File: config.mk
export PLATFORM = sky130hd
export DESIGN_NAME = sal_mbk_ctrl
export DESIGN_NICKNAME = d
export VERILOG_FILES = /design/src/rtl/sal_mbk_ctrl.sv
export SDC_FILE = /design/constraint.sdc
export NUM_CORES = 1
export LEC_CHECK = 0
export BUFFER_PORTS_ARGS = -buffer_cell sky130_fd_sc_hd__buf_4
export CAP_MARGIN = 20
export CELL_PAD_IN_SITES_DETAIL_PLACEMENT = 1
export CELL_PAD_IN_SITES_GLOBAL_PLACEMENT = 2
export CORE_UTILIZATION = 40
export DETAILED_ROUTE_END_ITERATION = 10
export PLACE_DENSITY_LB_ADDON = 0.1
export SLEW_MARGIN = 5
export SYNTH_ARGS = -nofsm -noshare
export SYNTH_HDL_FRONTEND = slang
export SYNTH_SLANG_ARGS = --single-unit
File: constraint.sdc
create_clock -name clk -period 16.59 [get_ports clk]
set_input_delay 0 -clock clk [delete_from_list [all_inputs] [get_ports clk]]
set_output_delay 0 -clock clk [all_outputs]
set_load 0.01 [all_outputs]
File: src/rtl/sal_mbk_ctrl.sv
// Multi-bank DRAM command controller: per-bank open/row state and timing, shared
// inter-bank timing, all-bank refresh, open-page (idle timeout) or close-page policy.
module sal_mbk_ctrl #(
   parameter int NUM_BANKS  = 4,
   parameter int BA_WIDTH   = 2,
   parameter int RA_WIDTH   = 16,
   parameter int CA_WIDTH   = 10,
   parameter int ID_WIDTH   = 4,
   parameter int LEN_WIDTH  = 4,
   parameter int CNTR_WIDTH = 8,
   parameter int CLOSE_PAGE = 0
) (
   input  logic                  clk,
   input  logic                  rst,
   input  logic [CNTR_WIDTH-1:0] t_rc_m1,
   input  logic [CNTR_WIDTH-1:0] t_rcd_m1,
   input  logic [CNTR_WIDTH-1:0] t_rp_m1,
   input  logic [CNTR_WIDTH-1:0] t_ras_m1,
   input  logic [CNTR_WIDTH-1:0] t_rfc_m1,
   input  logic [CNTR_WIDTH-1:0] t_rtp_m1,
   input  logic [CNTR_WIDTH-1:0] t_wtp_m1,
   input  logic [CNTR_WIDTH-1:0] t_rrd_m1,
   input  logic [CNTR_WIDTH-1:0] t_ccd_m1,
   input  logic [CNTR_WIDTH-1:0] t_rtw_m1,
   input  logic [CNTR_WIDTH-1:0] t_wtr_m1,
   input  logic [CNTR_WIDTH-1:0] row_open_cnt,
   input  logic                  req_valid,
   output logic                  req_ready,
   input  logic                  req_wr,
   input  logic [BA_WIDTH-1:0]   req_ba,
   input  logic [RA_WIDTH-1:0]   req_ra,
   input  logic [CA_WIDTH-1:0]   req_ca,
   input  logic [ID_WIDTH-1:0]   req_id,
   input  logic [LEN_WIDTH-1:0]  req_len,
   input  logic                  ref_req_i,
   output logic                  ref_gnt_o,
   output logic                  cmd_valid,
   output logic [2:0]            cmd_type,
   output logic [BA_WIDTH-1:0]   cmd_ba,
   output logic [RA_WIDTH-1:0]   cmd_ra,
   output logic [CA_WIDTH-1:0]   cmd_ca,
   output logic [ID_WIDTH-1:0]   cmd_id,
   output logic [LEN_WIDTH-1:0]  cmd_len,
   output logic [NUM_BANKS-1:0]  bank_open_o
);
   localparam logic [2:0] CMD_ACT = 3'd0, CMD_RD = 3'd1, CMD_WR = 3'd2, CMD_PRE = 3'd3, CMD_REF = 3'd4;

   typedef logic [CNTR_WIDTH-1:0] cnt_t;

   function automatic cnt_t f_dec(input cnt_t c);
      return (c == '0) ? c : c - cnt_t'(1);
   endfunction

   function automatic logic [BA_WIDTH-1:0] f_rr(input logic [BA_WIDTH-1:0] p, input int i);
      return BA_WIDTH'((int'(p) + i) % NUM_BANKS);
   endfunction

   logic [NUM_BANKS-1:0]                 r_open;
   logic [NUM_BANKS-1:0][RA_WIDTH-1:0]   r_cur_ra;
   logic [NUM_BANKS-1:0][CNTR_WIDTH-1:0] r_rc, r_rcd, r_ras, r_rp, r_rtp, r_wtp, r_ropen;
   cnt_t                                 r_rrd, r_ccd, r_rtw, r_wtr, r_rfc;
   logic [BA_WIDTH-1:0]                  r_rr_ptr;

   logic [NUM_BANKS-1:0] w_act_ok, w_pre_ok, w_idle_ok;
   logic                 w_hit, w_found;
   logic                 w_cmd_valid, w_req_ready, w_ref_gnt, w_idle_gnt;
   logic [2:0]           w_cmd_type;
   logic [BA_WIDTH-1:0]  w_cmd_ba;
   logic                 w_act, w_rd, w_wr, w_pre, w_ref;

   assign w_hit = r_open[req_ba] && (r_cur_ra[req_ba] == req_ra);

   for (genvar g = 0; g < NUM_BANKS; g++) begin : g_met
      assign w_act_ok[g]  = (r_rc[g] == '0) && (r_rp[g] == '0);
      assign w_pre_ok[g]  = r_open[g] && (r_ras[g] == '0) && (r_rtp[g] == '0) && (r_wtp[g] == '0);
      // a bank with a waiting row hit must stay open for it
      assign w_idle_ok[g] = w_pre_ok[g] && ((CLOSE_PAGE != 0) || (r_ropen[g] == '0)) &&
                            !(req_valid && w_hit && (req_ba == BA_WIDTH'(g)));
   end

   always_comb begin
      w_cmd_valid = 1'b0;
      w_cmd_type  = CMD_ACT;
      w_cmd_ba    = '0;
      w_req_ready = 1'b0;
      w_ref_gnt   = 1'b0;
      w_idle_gnt  = 1'b0;
      w_found     = 1'b0;
      if (ref_req_i) begin
         for (int i = 0; i < NUM_BANKS; i++) begin
            if (!w_found && w_pre_ok[i]) begin
               w_found     = 1'b1;
               w_cmd_valid = 1'b1;
               w_cmd_type  = CMD_PRE;
               w_cmd_ba    = BA_WIDTH'(i);
            end
         end
         if ((r_open == '0) && (&w_act_ok) && (r_rfc == '0)) begin
            w_cmd_valid = 1'b1;
            w_cmd_type  = CMD_REF;
            w_ref_gnt   = 1'b1;
         end
      end else begin
         if (req_valid) begin
            w_cmd_ba = req_ba;
            if (!r_open[req_ba]) begin
               if (w_act_ok[req_ba] && (r_rfc == '0) && (r_rrd == '0)) begin
                  w_cmd_valid = 1'b1;
                  w_cmd_type  = CMD_ACT;
               end
            end else if (w_hit) begin
               if ((r_rcd[req_ba] == '0) && (r_ccd == '0) && (req_wr ? (r_rtw == '0) : (r_wtr == '0))) begin
                  w_cmd_valid = 1'b1;
                  w_cmd_type  = req_wr ? CMD_WR : CMD_RD;
                  w_req_ready = 1'b1;
               end
            end else if (w_pre_ok[req_ba]) begin
               w_cmd_valid = 1'b1;
               w_cmd_type  = CMD_PRE;
            end
         end
         if (!w_cmd_valid) begin
            w_cmd_ba = '0;
            for (int i = 0; i < NUM_BANKS; i++) begin
               if (!w_found && w_idle_ok[f_rr(r_rr_ptr, i)]) begin
                  w_found     = 1'b1;
                  w_cmd_valid = 1'b1;
                  w_cmd_type  = CMD_PRE;
                  w_cmd_ba    = f_rr(r_rr_ptr, i);
                  w_idle_gnt  = 1'b1;
               end
            end
         end
      end
   end

   assign w_act = w_cmd_valid && (w_cmd_type == CMD_ACT);
   assign w_rd  = w_cmd_valid && (w_cmd_type == CMD_RD);
   assign w_wr  = w_cmd_valid && (w_cmd_type == CMD_WR);
   assign w_pre = w_cmd_valid && (w_cmd_type == CMD_PRE);
   assign w_ref = w_cmd_valid && (w_cmd_type == CMD_REF);

   always_ff @(posedge clk or posedge rst) begin
      if (rst) begin
         r_rrd    <= '0;
         r_ccd    <= '0;
         r_rtw    <= '0;
         r_wtr    <= '0;
         r_rfc    <= '0;
         r_rr_ptr <= '0;
         r_open   <= '0;
         r_cur_ra <= '0;
         r_rc     <= '0;
         r_rcd    <= '0;
         r_ras    <= '0;
         r_rp     <= '0;
         r_rtp    <= '0;
         r_wtp    <= '0;
         r_ropen  <= '0;
      end else begin
         r_rrd <= w_act ? t_rrd_m1 : f_dec(r_rrd);
         r_ccd <= (w_rd || w_wr) ? t_ccd_m1 : f_dec(r_ccd);
         r_rtw <= w_rd ? t_rtw_m1 : f_dec(r_rtw);
         r_wtr <= w_wr ? t_wtr_m1 : f_dec(r_wtr);
         r_rfc <= w_ref ? t_rfc_m1 : f_dec(r_rfc);
         if (w_idle_gnt)
            r_rr_ptr <= (w_cmd_ba == BA_WIDTH'(NUM_BANKS-1)) ? '0 : w_cmd_ba + BA_WIDTH'(1);
         for (int i = 0; i < NUM_BANKS; i++) begin
            r_rc[i]    <= (w_act && (w_cmd_ba == BA_WIDTH'(i))) ? t_rc_m1  : f_dec(r_rc[i]);
            r_rcd[i]   <= (w_act && (w_cmd_ba == BA_WIDTH'(i))) ? t_rcd_m1 : f_dec(r_rcd[i]);
            r_ras[i]   <= (w_act && (w_cmd_ba == BA_WIDTH'(i))) ? t_ras_m1 : f_dec(r_ras[i]);
            r_rp[i]    <= (w_pre && (w_cmd_ba == BA_WIDTH'(i))) ? t_rp_m1  : f_dec(r_rp[i]);
            r_rtp[i]   <= (w_rd  && (w_cmd_ba == BA_WIDTH'(i))) ? t_rtp_m1 : f_dec(r_rtp[i]);
            r_wtp[i]   <= (w_wr  && (w_cmd_ba == BA_WIDTH'(i))) ? t_wtp_m1 : f_dec(r_wtp[i]);
            r_ropen[i] <= ((w_rd || w_wr) && (w_cmd_ba == BA_WIDTH'(i))) ? row_open_cnt : f_dec(r_ropen[i]);
            if (w_act && (w_cmd_ba == BA_WIDTH'(i))) begin
               r_open[i]   <= 1'b1;
               r_cur_ra[i] <= req_ra;
            end else if (w_pre && (w_cmd_ba == BA_WIDTH'(i))) begin
               r_open[i] <= 1'b0;
            end
         end
      end
   end

   // outputs are forced low for the whole time rst is high, not just after the edge
   assign cmd_valid   = w_cmd_valid && !rst;
   assign cmd_type    = rst ? 3'd0 : w_cmd_type;
   assign cmd_ba      = rst ? '0 : w_cmd_ba;
   assign cmd_ra      = (!rst && w_act) ? req_ra : '0;
   assign cmd_ca      = (!rst && w_req_ready) ? req_ca : '0;
   assign cmd_id      = (!rst && w_req_ready) ? req_id : '0;
   assign cmd_len     = (!rst && w_req_ready) ? req_len : '0;
   assign req_ready   = w_req_ready && !rst;
   assign ref_gnt_o   = w_ref_gnt && !rst;
   assign bank_open_o = r_open;

endmodule
# Word-level counts from Yosys, hierarchy flattened
# Index checks and enable logic that the tools add are counted.
# totals
inputBits	137
out_inout_bits	46
register_bits	334
# classes
n_addsub	37
n_reduce_logical	126
mux	166
eq_ne	44
order_cmp	5
# op_table
op	count
two-way mux 8 bit	67
logical NOT 8 bit	34
subtractor 8 x 1 -> 8 bit, second input constant	33
logical AND 1 bit	71
two-way mux 1 bit	56
two-way mux 3 bit	14
!= test 2 x 1 -> 1 bit, second input constant	17
binary-select mux 16 bit (select 2 bit)	1
two-way mux 16 bit	2
!= test 2 bit, second input constant	16
two-way mux 2 bit	15
binary-select mux 8 bit (select 2 bit)	1
equality test 16 bit	1
less-than comparator 2 x 3 -> 1 bit, second input constant	5
binary-select mux 1 bit (select 2 bit)	7
logical NOT 1 bit	11
two-way mux 10 bit	1
equality test 2 bit, second input constant	4
two-way mux 4 bit	2
nonzero test 2 bit	4
equality test 3 x 2 -> 1 bit, second input constant	2
adder 2 x 1 -> 2 bit, second input constant	2
adder 2 bit, second input constant	2
equality test 2 x 1 -> 1 bit, second input constant	2
7 further kinds	8

# Logic depth before layout (Yosys ltp)
# Gate-level depths: netlist of run 1.
# logic_depth
word_depth	33
depth_mapped	19
ltp_nobuf	16

# Least setup slack after synthesis of run 1
# OpenSTA, ideal clock, no wires.
# synth_path
path_type	in2out
start	in rst
end	out cmd_type[2]
t_required_ns	16.590
path_slack_ns	8.605
arrival_time_ns	7.985
stages	4
path_buffers	2
path_cell_list	clkbuf_1 inv_1 and2_1 buf_4
# synth_via
elab_chain_cells	1
# synth_rtl
item	line_no	rtl
start: declaration	14	input logic rst,
two-way mux 3 bit	188	assign cmd_type = rst ? 3'd0 : w_cmd_type;
end: declaration	38	output logic [2:0] cmd_type,
# No other way between the ends.

# Worst setup path in the final report of run 1
# layout_path
start	reg r_open[3], in the netlist bank_open_o[3]
end	reg r_rcd[17] (netlist bit)
# layout_via
elab_chain_cells	31
# layout_rtl
item	line_no	rtl
start: declaration	58	logic [NUM_BANKS-1:0] r_open;
start signal: assignment	151	r_open <= '0;
start signal: indexed assignment	177	r_open[i] <= 1'b1;
start signal: indexed assignment	180	r_open[i] <= 1'b0;
binary-select mux 1 bit (select 2 bit)	71, 106	
two-way mux 1 bit (implied by the code)	71, 106	
logical AND 1 bit	71	assign w_hit = r_open[req_ba] && (r_cur_ra[req_ba] == req_ra);
logical AND 1 bit (2 in a row)	78	!(req_valid && w_hit && (req_ba == BA_WIDTH'(g)));
logical NOT 1 bit	78	
logical AND 1 bit	77	assign w_idle_ok[g] = w_pre_ok[g] && ((CLOSE_PAGE != 0) || (r_ropen[g] == '0)) &&
binary-select mux 1 bit (select 2 bit)	125	if (!w_found && w_idle_ok[f_rr(r_rr_ptr, i)]) begin
two-way mux 1 bit (implied by the code)	125	
(+14 left out)	--	
logical AND 1 bit	125	
two-way mux 3 bit	125	
two-way mux 3 bit	122	if (!w_cmd_valid) begin
two-way mux 3 bit	89	if (ref_req_i) begin
logical NOT 3 bit	137	assign w_act = w_cmd_valid && (w_cmd_type == CMD_ACT);
logical AND 1 bit	137	
logical AND 1 bit *	170	r_rcd[i] <= (w_act && (w_cmd_ba == BA_WIDTH'(i))) ? t_rcd_m1 : f_dec(r_rcd[i]);
!= test 2 x 1 -> 1 bit (no line) or two-way mux 8 bit (tied branches)	--	
end signal: indexed assignment	170	
end: declaration	60	logic [NUM_BANKS-1:0][CNTR_WIDTH-1:0] r_rc, r_rcd, r_ras, r_rp, r_rtp, r_wtp, r_ropen;
# Every way passes the cells marked *; elsewhere a longest branch is shown, timed or not. The select of a mux whose other input is x is not followed.
# A chain may end at the register's enable or synchronous reset.

==> insert_results.sql, run 1 <==
INSERT INTO impl_metrics (metric_group, metric, value, unit) VALUES
('route', 'drcViolationCount', '0', ''),
('die', 'floorplan.io_pins', '183', ''),
('critical_path', 'critPathTopFamily', 'simple AND/OR/NAND/NOR gates', ''),
('power', 'flop_pwr_share', '45.3', '%'),
('synthesis', 'synth.most_common_cell', 'sky130_fd_sc_hd__nand2_1', ''),
('power', 'swShare', '24.7', '%'),
('synthesis', 'netlist.top_cell.by_area', 'sky130_fd_sc_hd__dfrtp_1', ''),
('worst_hold_path', 'worstHoldEndpoint', 'r_wtp[21]', ''),
('critical_path', 'crit_path_cell_trace', 'mux4_2 -> and2_0 -> o41ai_1 -> or2_2 -> and3b_1 -> a21o_1 -> nand3b_1 -> o31ai_1 -> inv_1 -> ha_1 -> nand2_2 -> mux2_2', ''),
('die', 'chipHeight', '224', 'µm'),
('placement', 'detailed_place_hpwl', '43200', 'µm'),
('die', 'fp.coreArea', '0.0488', 'mm²'),
('die', 'fp-row-count', '81', ''),
('synthesis', 'synth_area', '0.0198', 'mm²'),
('power', 'internal_power', '1.45', 'mW'),
('synthesis', 'async_flop_share', '100', '%'),
('power', 'pwr_density_cell', '79.1', 'mW/mm²'),
('timing', 'timing_max_transition_violations_final', '0', ''),
('clocking', 'clockBufferDepth', '3', ''),
('synthesis', 'synthDistinctLibCells', '81', ''),
('power', 'static-leakage-power', '11.0', 'nW'),
('route', 'via_per_inst', '5.35', ''),
('final_layout', 'fill_cells', '5669', ''),
('synthesis', 'yosys-top-cells-area', 'sky130_fd_sc_hd__dfrtp_1 (42%), sky130_fd_sc_hd__nand2_1 (7.3%), sky130_fd_sc_hd__mux2_2 (5.0%)', ''),
('timing', 'worst_margin_slew', '1.16', 'ns'),
('critical_path', 'critical_path_arrival', '5.81', 'ns'),
('synthesis', 'synth_top_cell_area_share', '42.2', '%'),
('timing', 'min_period_over_period', '32.3', '%'),
('critical_path', 'critical-path-slowest-cell', 'sky130_fd_sc_hd__o41ai_1', ''),
('clocking', 'clock_input_transition_at_the_sequential_cells_of_the_worst_setup_and_hold_paths', '0.06', 'ns'),
('final_layout', 'layout-drive-gt1-share', '15.4', '%'),
('power', 'power', '1.92', 'mW'),
('die', 'dieArea', '0.0504', 'mm²'),
('synthesis', 'post_synth.cell_area_avg', '8.94', 'µm²'),
('clocking', 'clock-root-buffer', 'sky130_fd_sc_hd__clkbuf_16', ''),
('clocking', 'cts_tree', 'built', ''),
('synthesis', 'synth-main-ff-cell', 'sky130_fd_sc_hd__dfrtp_1', ''),
('final_layout', 'final_nets', '2694', ''),
('clocking', 'worst_skew_pair_latency', '0.57', 'ns'),
('power', 'comb_power_share', '9.7', '%'),
('critical_path', 'slowest_delay', '0.78', 'ns'),
('critical_path', 'r2r.worst_path.cells', '12', ''),
('critical_path', 'reg2reg_setup_slack', '11.23', 'ns'),
('global_route', 'grt_pass1_vias', '18200', ''),
('global_route', 'overflow', '0', ''),
('synthesis', 'number_of_synthesized_register_bits', '334', ''),
('timing', 'rsz0062_at_grt', 'no', ''),
('placement', 'globalplace.congestion', '0.860', ''),
('timing', 'clock.fmax', '187', 'MHz'),
('timing', 'finalSetupTns', '0', 'ns'),
('synthesis', 'netlist_instances', '2214', ''),
('timing', 'finalCriticalPeriod', '5.36', 'ns'),
('placement', 'io_buffers', '182', ''),
('critical_path', 'critical_path.endpoint_type', 'flop', ''),
('worst_hold_path', 'hold_path_start', 'req_wr', ''),
('critical_path', 'worstSetupStartpointType', 'flop', ''),
('timing', 'clock_skew', '0.0167', 'ns'),
('final_layout', 'area_delta_synth_final', '22.8', '%'),
('critical_path', 'timing_worst_setup_path_type', 'reg -> reg', ''),
('critical_path', 'regToRegStartpoint', 'bank_open_o[3]', ''),
('route', 'drt_wl_total', '61900', 'µm'),
('timing', 'relSlewSlack', '21.7', '%'),
('global_route', 'grt_max_degree', '128', ''),
('outcome', 'outcome', 'complete, no violations', ''),
('clocking', 'clock-sinks', '334', ''),
('route', 'route.detailed.wl_per_inst', '19.4', 'µm'),
('flow_run', 'drv.max_cap_violation_count', '0', ''),
('global_route', 'global_route.usage.total', '25.0', '%'),
('timing', 'final_hold_viol_count', '0', ''),
('worst_hold_path', 'worstHoldPathType', 'in -> reg', ''),
('synthesis', 'synth.yosys.warnings', '0', '');
[cells in the final DEF (no fill, tap or decap), drive strengths merged, types with 96 or more instances in the layout]
cell / netlist / final
a21oi: 129 / 129
xnor2: 110 / 110
inv: 95 / 96
dfrtp: 334 / 334
dlygate4sd3: 0 / 131
buf: 35 / 199
nor3: 124 / 124
nor2: 197 / 197
nand2: 392 / 392
o21ai: 97 / 97
[cell type report]
type,instances,area [µm²],area share [%]
Clock inverter,2,13.8,0.0566
Tap cell,664,831,3.42
Multi-Input combinational cell,1701,10700,43.9
Timing Repair Buffer,330,2810,11.5
Inverter,96,368,1.51
Clock buffer,68,1250,5.14
Sequential cell,334,8360,34.4
[flip-flops by register name (all words and copies together) (netlist names)]
signal,count
r_rtp,32
r_wtp,32
r_ropen,32
r_rfc,8
r_rc,32
r_rr_ptr,2
bank_open_o,4
r_ccd,8
r_rp,32
r_cur_ra,64
r_rcd,32
r_rtw,8
r_rrd,8
r_ras,32
r_wtr,8
[worst max-delay path by stage]
stage                           to            from  depth (start not counted)
floorplan           bank_open_o[0]             rst                          2
global placement          r_rc[17]       req_ba[0]                         14
detailed placement       r_rcd[17]       req_ba[0]                         14
CTS                      r_rcd[17]  bank_open_o[3]                         12
global route             r_rcd[17]  bank_open_o[1]                         13
finish                   r_rcd[17]  bank_open_o[3]                         12
[power groups by stage]
stage | sequential, mW | clock [mW] | combinational, mW
2_1_floorplan | 0.878 | 0 | 0.101
3_3_place_gp | 0.883 | 0 | 0.162
3_5_place_dp | 0.885 | 0 | 0.166
4_1_cts | 0.870 | 0.892 | 0.190
5_1_grt | 0.875 | 0.921 | 0.208
6_report | 0.871 | 0.865 | 0.187
[logic make-up (layout without fill, tap and decap cells)]
group,Yosys count,in the layout,synth area share [%]
mux,145,145,8.65
xor+xnor,164,164,7.26
fa+ha+maj,52,52,3.29
buf+inv,179,496,3.82
compound gates,335,335,10.2
flops,334,334,42.2
simple gates,1005,1005,24.5
[per-stage QoR]
stage	instance area (µm²)	hold WS [ns]	utilization (%)	worst slack [ns]	cells
global route	24300	0.0341	49.8	10.82	3195
CTS	24300	0.00372	49.7	11.27	3194
global placement	21700	0.206	44.5	11.39	2993
detailed placement	21700	0.209	44.5	11.19	2993
floorplan	19800	0.105	-	7.15	2214
finish	24300	0.0325	49.8	11.23	3195
[worst reg2reg max path: stages, from the launching register on]
cell and delay [ns]:
sky130_fd_sc_hd__dfrtp_1 0.50, sky130_fd_sc_hd__mux4_2 0.63, sky130_fd_sc_hd__and2_0 0.34, sky130_fd_sc_hd__o41ai_1 0.78
sky130_fd_sc_hd__or2_2 0.24, sky130_fd_sc_hd__and3b_1 0.20, sky130_fd_sc_hd__a21o_1 0.19, sky130_fd_sc_hd__nand3b_1 0.20
sky130_fd_sc_hd__o31ai_1 0.52, sky130_fd_sc_hd__inv_1 0.13, sky130_fd_sc_hd__ha_1 0.32, sky130_fd_sc_hd__nand2_2 0.76
sky130_fd_sc_hd__mux2_2 0.43
[routing by layer]
metal | routed length (µm) | GRT usage [%] | part of all wire [%] | vias to the layer above
li1 | - | - | - | 8196
met1 | 27400 | 32.0 | 44 | 8524
met3 | 2610 | 4.82 | 4.2 | 98
met4 | 1710 | 7.70 | 2.8 | 4
met2 | 30200 | 42.6 | 49 | 265
met5 | 21 | 0 | 0.034 | -
[timing repair]
item | in CTS | in global routing
setup endpoints to repair | 0 | 0
endpoints found under the hold margin | 454 | 0
setup buffers | 0 | 0
resized for setup | 0 | 0
hold buffers | 131 | 0
(Power assumes the default switching activity.)
==> run 2: changes to the inputs <==
--- a/config.mk
+++ b/config.mk
@@ -9,7 +9,7 @@
 export CAP_MARGIN = 20
 export CELL_PAD_IN_SITES_DETAIL_PLACEMENT = 1
 export CELL_PAD_IN_SITES_GLOBAL_PLACEMENT = 2
-export CORE_UTILIZATION = 40
+export CORE_UTILIZATION = 34
 export DETAILED_ROUTE_END_ITERATION = 10
 export PLACE_DENSITY_LB_ADDON = 0.1
 export SLEW_MARGIN = 5
==> constraint.sdc (replaced) <==
create_clock -name clk -period 4.6 [get_ports clk]
set_input_delay 0 -clock clk [delete_from_list [all_inputs] [get_ports clk]]
set_output_delay 0 -clock clk [all_outputs]
set_load 0.01 [all_outputs]
==> run 2 against run 1 <==
Sequential share of layout area is 1.4 points lower. Non-clock buffer count is 81 higher. Clock power grew to 3.8 times the previous value. Wire length is 4.1% higher. Total power grew to 3.7 times the previous value. Clock skew is 0.00079 ns higher. Die area is 17% higher. Critical path depth is 7 higher. Largest power group is now the clock network. Critical endpoint is now r_cur_ra[51]. Global-route usage is 3.2 points lower. Sequential cell count stayed put. First-iteration DRC count is 7.7% lower. Via count is 0.39% higher.
==> insert_results.sql, run 2 (synthesis gave the netlist of run 1 again) <==
INSERT INTO impl_metrics (metric_group, metric, value, unit) VALUES
('outcome', 'outcome', 'complete, no violations', ''),
('final_layout', 'fill_cells', '6591', ''),
('critical_path', 'crit_path_frequent_cell', 'sky130_fd_sc_hd__buf_4', ''),
('clocking', 'clock-root-buffer', 'sky130_fd_sc_hd__clkbuf_16', ''),
('clocking', 'cts_post_setup_buffers_inserted', '0', ''),
('global_route', 'grt_max_degree', '125', ''),
('route', 'drcViolationCount', '0', ''),
('timing', 'finalSetupTns', '0', 'ns'),
('die', 'dieArea', '0.0592', 'mm²'),
('critical_path', 'crit_path_cell_trace', 'inv_1 -> ha_1 -> or4b_2 -> nor4_4 -> a31oi_1 -> o211a_1 -> or2_2 -> and3b_1 -> a21o_1 -> a22oi_1 -> o22a_1 -> inv_1 -> ha_1 -> buf_4 -> and2_1 -> buf_4 -> buf_4 -> nand2_1 -> nand2_1', ''),
('global_route', 'global_route.usage.total', '21.8', '%'),
('placement', 'io_buffers', '182', ''),
('clocking', 'clock-sinks', '334', ''),
('die', 'die_w', '243', 'µm'),
('final_layout', 'area_delta_synth_final', '28.1', '%'),
('die', 'starting_utilization_of_the_core_area', '34.4', '%'),
('timing', 'min_period_over_period', '94.7', '%'),
('route', 'detailedRoute.firstPassIterationCount', '5', ''),
('clocking', 'cts_tree', 'built', ''),
('route', 'vias', '17200', ''),
('global_route', 'grt_first_pass_wirelength', '102000', 'µm'),
('timing', 'relSlewSlack', '37.7', '%'),
('timing', 'setup-violations-final', '0', ''),
('timing', 'clock.fmax', '230', 'MHz'),
('timing', 'timing_max_transition_violations_final', '0', ''),
('die', 'fp-row-count', '88', ''),
('power', 'vdd_ir_drop_max', '0.225', 'mV'),
('final_layout', 'n_antenna_cell', '0', ''),
('timing', 'worst_margin_slew', '0.928', 'ns'),
('clocking', 'htree_levels', '2', ''),
('final_layout', 'layout-drive-gt1-share', '19.3', '%'),
('clocking', 'worst_skew_pair_latency', '0.57', 'ns'),
('timing', 'final_hold_viol_count', '0', ''),
('timing', 'finalCriticalPeriod', '4.36', 'ns'),
('die', 'floorplan.io_pins', '183', ''),
('worst_hold_path', 'worstHoldPathType', 'in -> reg', ''),
('final_layout', 'layout_common_cells', 'sky130_fd_sc_hd__nand2_1 (385), sky130_fd_sc_hd__dfrtp_1 (334), sky130_fd_sc_hd__buf_4 (275)', ''),
('route', 'postRouteAntennaNets', '0', ''),
('global_route', 'grt_pass1_vias', '18100', ''),
('final_layout', 'layout_commonest_cell', 'sky130_fd_sc_hd__nand2_1', ''),
('die', 'chipHeight', '243', 'µm'),
('flow_run', 'drv.max_cap_violation_count', '0', ''),
('route', 'drt_first_iter_violations', '680', ''),
('placement', 'globalplace.congestion', '0.852', ''),
('global_route', 'overflow', '0', ''),
('critical_path', 'timing_worst_setup_path_type', 'reg -> reg', ''),
('critical_path', 'critical-path-slowest-cell', 'sky130_fd_sc_hd__or4b_2', ''),
('critical_path', 'timing.critical_path.required', '5.10', 'ns'),
('final_layout', 'largest_reg_flops', '64', ''),
('route', 'via_per_inst', '5.07', ''),
('critical_path', 'worstSetupStartpointType', 'flop', ''),
('critical_path', 'crit_path_max_fanout', '11', ''),
('clocking', 'cts_made_buffers', '43', ''),
('route', 'route.detailed.wl_per_inst', '19.1', 'µm'),
('clocking', 'clock_input_transition_at_the_sequential_cells_of_the_worst_setup_and_hold_paths', '0.06', 'ns'),
('clocking', 'clockBufferDepth', '3', ''),
('final_layout', 'final_nets', '2776', ''),
('power', 'static-leakage-power', '11.6', 'nW'),
('power', 'pwr_density_cell', '282', 'mW/mm²'),
('placement', 'detailed_place_hpwl', '46800', 'µm'),
('critical_path', 'slowest_delay', '0.67', 'ns'),
('critical_path', 'critical_path.endpoint_type', 'flop', ''),
('global_route', 'grt_antenna_before_repair', '1', ''),
('timing', 'clock_skew', '0.0175', 'ns'),
('critical_path', 'critical_path_arrival', '4.85', 'ns'),
('die', 'fp.coreArea', '0.0576', 'mm²'),
('route', 'drt_wl_total', '64400', 'µm'),
('final_layout', 'max_flop_register', 'r_cur_ra', ''),
('timing', 'hold_ws', '0.180', 'ns');
[run 2: changes by cell type in the layout (fill, tap and decap cells not counted), moves of 7 or more]
| cell | previous run | this run |
|---|---|---|
| sky130_fd_sc_hd__clkinv_2 | 1 | 8 |
| sky130_fd_sc_hd__clkbuf_1 | 17 | 9 |
| sky130_fd_sc_hd__buf_4 | 199 | 275 |
| sky130_fd_sc_hd__dlygate4sd3_1 | 131 | 122 |
| sky130_fd_sc_hd__buf_12 | 0 | 14 |
[run 2: through the flow]
stage | setup WS [ns] | total power, mW | utilization (%) | area, µm² | cells
finish | 0.244 | 7.16 | 44.0 | 25400 | 3381
global route | -0.00307 | 7.46 | 44.0 | 25400 | 3381
CTS | 0.0163 | 7.26 | 43.9 | 25300 | 3380
detailed placement | 0.0411 | 3.81 | 39.4 | 22700 | 3184
global placement | 0.199 | 3.79 | 39.4 | 22700 | 3184
floorplan | -1.58 | 3.53 | - | 19800 | 2214
[run 2: worst paths after layout]
path                                    from            to  slack, ns  depth (start not counted)
worst max register to register       r_rp[0]  r_cur_ra[51]       0.24                         19
worst max-delay path                 r_rp[0]  r_cur_ra[51]       0.24                         19
worst min-delay path             t_rrd_m1[3]      r_rrd[3]       0.18                          4
min in group asynchronous                rst      r_wtr[6]       0.21                          3
max in group asynchronous                rst      r_rp[21]       3.26                          4
worst min register to register  r_cur_ra[56]  r_cur_ra[56]       0.46                          2
[run 2: area by class of cell]
cell class	instances	area, µm²	area share [%]
Inverter	96	364	1.44
Tap cell	765	957	3.77
Sequential cell	334	8360	33.0
Clock buffer	62	1250	4.92
Timing Repair Buffer	411	3570	14.1
Clock inverter	12	116	0.459
Multi-Input combinational cell	1701	10700	42.4
[run 2: worst max-delay path: cells and delay by family (launching register included)]
kind	cells	cell delay (ns)
AO/OA/AOI/OAI	5	0.85
adder cells (fa/ha/maj)	2	0.40
buffers and inverters	5	0.78
flip-flops	1	0.40
AND/OR/NAND/NOR	7	1.86
[run 2: timing repair]
item / in CTS / in global routing
endpoints found under the hold margin: 345 / 0
endpoints found under the setup margin: 0 / 131
gates resized for setup: 0 / 14
hold buffers: 122 / 0
[run 2: metal layers]
metal | global-route usage (%) | routed length (µm)
met5 | 0 | 0
met4 | 6.86 | 1740
met3 | 2.71 | 1760
met2 | 37.3 | 31300
met1 | 28.6 | 29700
[run 2: power breakdown]
group          leakage, nW  switching [mW]  internal, mW
sequential            4.06           0.106          3.04
combinational         6.86           0.340         0.349
clock                0.677            1.34          1.98
total                 11.6            1.79          5.37
